File: config.mk
export PLATFORM = sky130hd
export DESIGN_NAME = secant_ctrl
export DESIGN_NICKNAME = d
export VERILOG_FILES = /design/src/rtl/secant_ctrl.sv
export SDC_FILE = /design/constraint.sdc
export NUM_CORES = 1
export LEC_CHECK = 0
export ABC_AREA = 1
export CAP_MARGIN = 20
export CORE_AREA = 5 5 219 178
export CTS_BUF_LIST = sky130_fd_sc_hd__clkbuf_8
export DETAILED_ROUTE_END_ITERATION = 16
export DIE_AREA = 0 0 224 183
export PLACE_DENSITY = 0.7
export SLEW_MARGIN = 20
export SYNTH_ARGS = -nofsm -noshare
export SYNTH_HDL_FRONTEND = slang
export SYNTH_SLANG_ARGS = --single-unit
export TNS_END_PERCENT = 100
File: constraint.sdc
create_clock -name clk -period 9.85 [get_ports clk]
set_input_delay 1.4775 -clock clk [delete_from_list [all_inputs] [get_ports clk]]
set_output_delay 1.4775 -clock clk [all_outputs]
set_load 0.03 [all_outputs]
File: src/rtl/secant_ctrl.sv
// secant_ctrl: drives a current reference into a plant and runs a secant-method
// search for the reference that makes the measured response hit q_desired.
// Optional build macro: SECANT_TIMEOUT_EN adds a per-measurement timeout that
// aborts the search to FAIL when the plant does not answer in TIMEOUT cycles.
module secant_ctrl #(
    parameter int unsigned BUS_WIDTH = 10,
    parameter int unsigned TOL       = 30,
    parameter int unsigned MAX_ITER  = 16,
    parameter int unsigned A_INIT    = 0,
    parameter int unsigned B_INIT    = (1 << BUS_WIDTH) - 2,
    parameter int unsigned TIMEOUT   = 255,
    localparam int unsigned IW       = $clog2(MAX_ITER + 1)
) (
    input  logic                 clk,
    input  logic                 rst,
    input  logic                 start,
    input  logic [BUS_WIDTH-1:0] q_desired,
    input  logic [BUS_WIDTH-1:0] q_measured,
    input  logic                 meas_valid,
    output logic [BUS_WIDTH-1:0] i_ref,
    output logic                 i_ref_valid,
    output logic                 busy,
    output logic                 converged,
    output logic                 went_unstable,
    output logic [IW-1:0]        iter_count
);

    localparam int unsigned W        = BUS_WIDTH;
    localparam int unsigned DW       = 2 * W + 2;
    localparam int unsigned EW       = W + 2;
    localparam int unsigned CNTW     = $clog2(DW);
    localparam int unsigned DIV_LAST = DW - 1;

    typedef enum logic [3:0] {
        IDLE, APPLY_A, WAIT_A, APPLY_B, WAIT_B, CALC,
        DIV, APPLY_C, WAIT_C, CHECK, DONE, FAIL
    } state_t;

    state_t          state;
    logic [W-1:0]    a, b, c, f_a, f_b, f_c, q_des;
    logic [DW-1:0]   dvd, quo;
    logic [W-1:0]    dvs, rem;
    logic            neg;
    logic [CNTW-1:0] div_cnt;
    logic            tmo_hit;

    // Signed differences of the operands; EW bits hold any difference of two W-bit values
    logic signed [EW-1:0] fb_err, dx, fd, fc_err;
    assign fb_err = $signed({2'b00, f_b}) - $signed({2'b00, q_des});
    assign dx     = $signed({2'b00, b})   - $signed({2'b00, a});
    assign fd     = $signed({2'b00, f_b}) - $signed({2'b00, f_a});
    assign fc_err = $signed({2'b00, f_c}) - $signed({2'b00, q_des});

    // Secant numerator/denominator and their magnitudes for the unsigned divider
    logic signed [DW-1:0] num_c, den_c;
    logic [DW-1:0]        num_abs;
    logic [W-1:0]         den_abs;
    logic [EW-1:0]        err_abs;
    logic                 close_c;
    assign num_c   = DW'(fb_err) * DW'(dx);
    assign den_c   = DW'(fd);
    assign num_abs = num_c[DW-1] ? $unsigned(-num_c) : $unsigned(num_c);
    assign den_abs = W'(fd[EW-1] ? -fd : fd);
    assign err_abs = fc_err[EW-1] ? $unsigned(-fc_err) : $unsigned(fc_err);
    assign close_c = err_abs < TOL[EW-1:0];

    // One restoring-division step plus the saturated candidate built from its result
    logic [W:0]          rem_sh;
    logic                q_bit;
    logic [W-1:0]        rem_nxt;
    logic [DW-1:0]       quo_nxt;
    logic signed [DW:0]  quo_s, c_wide;
    logic [W-1:0]        c_sat;
    assign rem_sh  = {rem, dvd[DW-1]};
    assign q_bit   = rem_sh >= {1'b0, dvs};
    assign rem_nxt = q_bit ? W'(rem_sh - {1'b0, dvs}) : rem_sh[W-1:0];
    assign quo_nxt = {quo[DW-2:0], q_bit};
    assign quo_s   = neg ? -$signed({1'b0, quo_nxt}) : $signed({1'b0, quo_nxt});
    assign c_wide  = $signed({{(DW + 1 - W){1'b0}}, b}) - quo_s;
    assign c_sat   = c_wide[DW] ? '0 : ((|c_wide[DW-1:W]) ? '1 : c_wide[W-1:0]);

`ifdef SECANT_TIMEOUT_EN
    localparam int unsigned TW       = $clog2(TIMEOUT + 1);
    localparam int unsigned TMO_LAST = TIMEOUT - 2;
    logic [TW-1:0] tmo_cnt;
    logic          in_wait;
    assign in_wait = (state == WAIT_A) || (state == WAIT_B) || (state == WAIT_C);

    // Idle cycles spent in the current WAIT state; request pulse plus WAIT cycles span TIMEOUT
    always_ff @(posedge clk or negedge rst) begin
        if (!rst) begin
            tmo_cnt <= '0;
        end else if (in_wait && !meas_valid) begin
            tmo_cnt <= tmo_cnt + TW'(1);
        end else begin
            tmo_cnt <= '0;
        end
    end
    assign tmo_hit = in_wait && !meas_valid && (tmo_cnt == TMO_LAST[TW-1:0]);
`else
    assign tmo_hit = 1'b0;
`endif

    // Search sequencer: apply bounds, measure, divide, apply candidate, check
    always_ff @(posedge clk or negedge rst) begin
        if (!rst) begin
            state         <= IDLE;
            i_ref         <= '0;
            i_ref_valid   <= 1'b0;
            busy          <= 1'b0;
            converged     <= 1'b0;
            went_unstable <= 1'b0;
            iter_count    <= '0;
            a             <= '0;
            b             <= '0;
            c             <= '0;
            f_a           <= '0;
            f_b           <= '0;
            f_c           <= '0;
            q_des         <= '0;
            dvd           <= '0;
            dvs           <= '0;
            rem           <= '0;
            quo           <= '0;
            neg           <= 1'b0;
            div_cnt       <= '0;
        end else begin
            i_ref_valid <= 1'b0;
            case (state)
                IDLE, DONE, FAIL: begin
                    if (start) begin
                        converged     <= 1'b0;
                        went_unstable <= 1'b0;
                        iter_count    <= '0;
                        busy          <= 1'b1;
                        q_des         <= q_desired;
                        a             <= A_INIT[W-1:0];
                        b             <= B_INIT[W-1:0];
                        i_ref         <= A_INIT[W-1:0];
                        i_ref_valid   <= 1'b1;
                        state         <= APPLY_A;
                    end
                end
                APPLY_A: state <= WAIT_A;
                WAIT_A: begin
                    if (meas_valid) begin
                        f_a         <= q_measured;
                        i_ref       <= b;
                        i_ref_valid <= 1'b1;
                        state       <= APPLY_B;
                    end else if (tmo_hit) begin
                        busy          <= 1'b0;
                        went_unstable <= 1'b1;
                        state         <= FAIL;
                    end
                end
                APPLY_B: state <= WAIT_B;
                WAIT_B: begin
                    if (meas_valid) begin
                        f_b   <= q_measured;
                        state <= CALC;
                    end else if (tmo_hit) begin
                        busy          <= 1'b0;
                        went_unstable <= 1'b1;
                        state         <= FAIL;
                    end
                end
                CALC: begin
                    if (den_c == '0) begin
                        busy          <= 1'b0;
                        went_unstable <= 1'b1;
                        state         <= FAIL;
                    end else begin
                        dvd     <= num_abs;
                        dvs     <= den_abs;
                        rem     <= '0;
                        quo     <= '0;
                        neg     <= num_c[DW-1] ^ den_c[DW-1];
                        div_cnt <= '0;
                        state   <= DIV;
                    end
                end
                DIV: begin
                    rem     <= rem_nxt;
                    dvd     <= {dvd[DW-2:0], 1'b0};
                    quo     <= quo_nxt;
                    div_cnt <= div_cnt + CNTW'(1);
                    if (div_cnt == DIV_LAST[CNTW-1:0]) begin
                        c           <= c_sat;
                        i_ref       <= c_sat;
                        i_ref_valid <= 1'b1;
                        state       <= APPLY_C;
                    end
                end
                APPLY_C: state <= WAIT_C;
                WAIT_C: begin
                    if (meas_valid) begin
                        f_c   <= q_measured;
                        state <= CHECK;
                    end else if (tmo_hit) begin
                        busy          <= 1'b0;
                        went_unstable <= 1'b1;
                        state         <= FAIL;
                    end
                end
                CHECK: begin
                    iter_count <= iter_count + IW'(1);
                    if (close_c) begin
                        busy      <= 1'b0;
                        converged <= 1'b1;
                        state     <= DONE;
                    end else begin
                        a   <= b;
                        f_a <= f_b;
                        b   <= c;
                        f_b <= f_c;
                        if (iter_count + IW'(1) == MAX_ITER[IW-1:0]) begin
                            busy          <= 1'b0;
                            went_unstable <= 1'b1;
                            state         <= FAIL;
                        end else begin
                            state <= CALC;
                        end
                    end
                end
                default: state <= IDLE;
            endcase
        end
    end

endmodule

==> flow_summary.json <==
{
  "drive_gt1_frac": 0.0449,
  "grt_start_max_net_pins": 76,
  "ant_nets": 0,
  "max_cap_viol_count": 0,
  "drt-initial-drc-count": 1050,
  "critPathMaxFanout": 16,
  "synthToLayoutAreaGrowth_pct": 8.13,
  "synth_compound_area_frac": 0.0996,
  "rows": 63,
  "fin_nets": 2495,
  "grt_overflow_total": 0,
  "synth_seq_cells": 162,
  "setup-violations-final": 0,
  "rsz0062_at_grt": "no",
  "grt_pass1_wl_microns": 67700,
  "drt-wirelength-per-cell_microns": 14.5,
  "synthXorXnorAreaFrac": 0.0451,
  "ios": 43,
  "crit_top_cell": "nand2_1",
  "synth_top_family_by_area": "simple AND/OR/NAND/NOR gates",
  "cts_resized": 0,
  "cts_tree": "yes",
  "grt.total_usage": 0.199,
  "die_w_microns": 224,
  "end_kind": "flip-flop",
  "die_h_microns": 183,
  "cts_buffer_depth": 2,
  "ys.flop_type": "dfrtp_1",
  "cts_setup_buffers": 0,
  "vias": 14000,
  "final_max_slew_viol_count": 0,
  "worst_clock_skew_ns": 0.0222,
  "critPathMaxStageDelay_ns": 0.55,
  "dp.cells": 2701,
  "diodes": 0,
  "grt_pass1_vias": 13900,
  "clock_sinks": 162,
  "port_buffers": 42,
  "cp_slowest_cell": "fa_1",
  "initial_utilization": 0.443,
  "clk_pin_slew_ns": 0.10,
  "ff2ff_path_depth": 39,
  "dp_slack_ns": 1.53,
  "synthCells": 2207,
  "tns_ns": 0,
  "required_ns": 10.22,
  "drt-total-wl_microns": 39800,
  "clk_latency_ns": 0.49,
  "fin_cells": 2734,
  "layout_setup_ws_ns": 1.49,
  "fmax_ghz": 0.120,
  "synthesis.area_sq_um": 16200,
  "path_class": "reg2reg",
  "die_area_sq_um": 41000,
  "synth-async-reset-ratio": 1.00,
  "yosys.area_share.simple": 0.247,
  "yosysWarnings": 0,
  "antenna_found_initial": 0,
  "via_per_inst": 5.12,
  "cts_made_buffers": 17,
  "slew_headroom": 0.420,
  "start_kind": "flip-flop",
  "syn_avg_cell_area_sq_um": 7.36,
  "synthAdderAreaFrac": 0.240,
  "outcome": "completed",
  "routabilityCongestion": 0.942,
  "hold_viol": 0,
  "worst_pin_slew_ns": 0.868,
  "min_period_over_period": 0.849,
  "synth_edf_count": 0,
  "synth_cell_types": 56,
  "dp_hpwl_microns": 31800,
  "holdPathStages": 2,
  "hold_buffers": 0,
  "drc": 0,
  "syn_nets": 2468,
  "worst_hold_slack_ns": 0.481,
  "cts_root_buf": "clkbuf_8",
  "synth_seq_area_share": 0.250,
  "htree_levels": 4,
  "core_sq_um": 36700,
  "first_pass_iters": 6,
  "synth.mux.area_fraction": 0.00347,
  "fin_crit_ns": 8.36,
  "crit_arrival_ns": 8.73,
  "hold_class": "reg2reg"
}
==> state kept, by name, indices dropped and copies added, names as in the netlist <==
register	count
a	10
b	10
busy	1
c	10
converged	1
div_cnt	5
dvd	22
dvs	10
f_a	10
f_b	10
f_c	10
i_ref	10
i_ref_valid	1
iter_count	5
neg	1
q_des	10
quo	21
rem	10
state	4
went_unstable	1
==> placed cells by master, fill, tap and decap left out, types with 12 or more instances in the layout <==
| cell type | count |
|---|---|
| a21oi_1 | 100 |
| a31oi_1 | 12 |
| buf_4 | 13 |
| clkbuf_8 | 18 |
| clkdlybuf4s50_1 | 41 |
| dfrtp_1 | 162 |
| fa_1 | 124 |
| ha_1 | 113 |
| inv_1 | 422 |
| nand2_1 | 539 |
| nand3_1 | 151 |
| nand4_1 | 22 |
| nor2_1 | 183 |
| nor3_1 | 18 |
| o21ai_0 | 78 |
| o21ai_1 | 22 |
| o22ai_1 | 24 |
| or2_2 | 18 |
| xnor2_1 | 26 |
| xor2_1 | 54 |
==> critical path, delay by kind of cell (launching register included) <==
kind	cells	cell delay, ns
adders and majority gates	8	3.52
AOI/OAI and AO/OA	9	1.74
and+or+nand+nor	15	1.62
buffers and inverters	6	0.82
DFF	1	0.42
xor gates and xnor gates	1	0.14
==> path summary, 6_finish.rpt <==
| path | startpoint | to | slack (ns) |
|---|---|---|---|
| setup / recovery | b[0] | dvd[17] | 1.49 |
| hold / removal | f_a[9] | f_a[9] | 0.48 |
| setup reg to reg | b[0] | dvd[17] | 1.49 |
| hold reg to reg | f_a[9] | f_a[9] | 0.48 |
| max in group asynchronous | rst | f_c[8] | 7.25 |
| min in group asynchronous | rst | rem[6] | 0.90 |
==> through the flow <==
stage | utilization | area (sq um)
after detailed placement | 0.468 | 17100
after floorplan | - | 16200
after CTS | 0.478 | 17500
final | 0.479 | 17600
after global placement | 0.468 | 17100
after global routing | 0.479 | 17600
==> routing by layer <==
metal,part of all wire,wire [microns],track usage,up-vias
met2,0.44,17600,0.314,360
li1,-,-,-,6950
met3,0.054,2170,0.0298,40
met1,0.49,19400,0.291,6653
met4,0.015,612,0.0439,0
met5,0,0,0,-
==> kinds of logic (layout without fill, tap and decap cells) <==
group / count (synthesis) / count (layout)
flops: 162 / 162
fa+ha+maj: 237 / 237
buf+inv: 482 / 522
xor+xnor: 82 / 82
mux: 5 / 5
simple gates: 956 / 956
compound gates: 283 / 283
==> synthesized netlist by cell type (all sizes together), types with 23 or more instances <==
master | n | share of area
nand2 | 543 | 0.13
inv | 429 | 0.099
nor2 | 190 | 0.046
dfrtp | 162 | 0.25
nand3 | 152 | 0.047
fa | 124 | 0.15
ha | 113 | 0.087
a21oi | 105 | 0.034
o21ai | 102 | 0.032
xor2 | 56 | 0.031
buf | 27 | 0.0098
xnor2 | 26 | 0.014
o22ai | 24 | 0.0092
nand4 | 23 | 0.0098
==> final cells by class <==
type | count | area, sq um
repair buffers | 56 | 547
flip-flops and latches | 162 | 4050
well taps | 487 | 609
fillers | 3626 | 19100
inverters | 434 | 1630
multi-input cells | 1563 | 10300
clock inverters | 14 | 149
clock buffers | 18 | 248
Power is not shown: default switching activity piles up to over one toggle a cycle in this logic, so the estimate is an artifact.
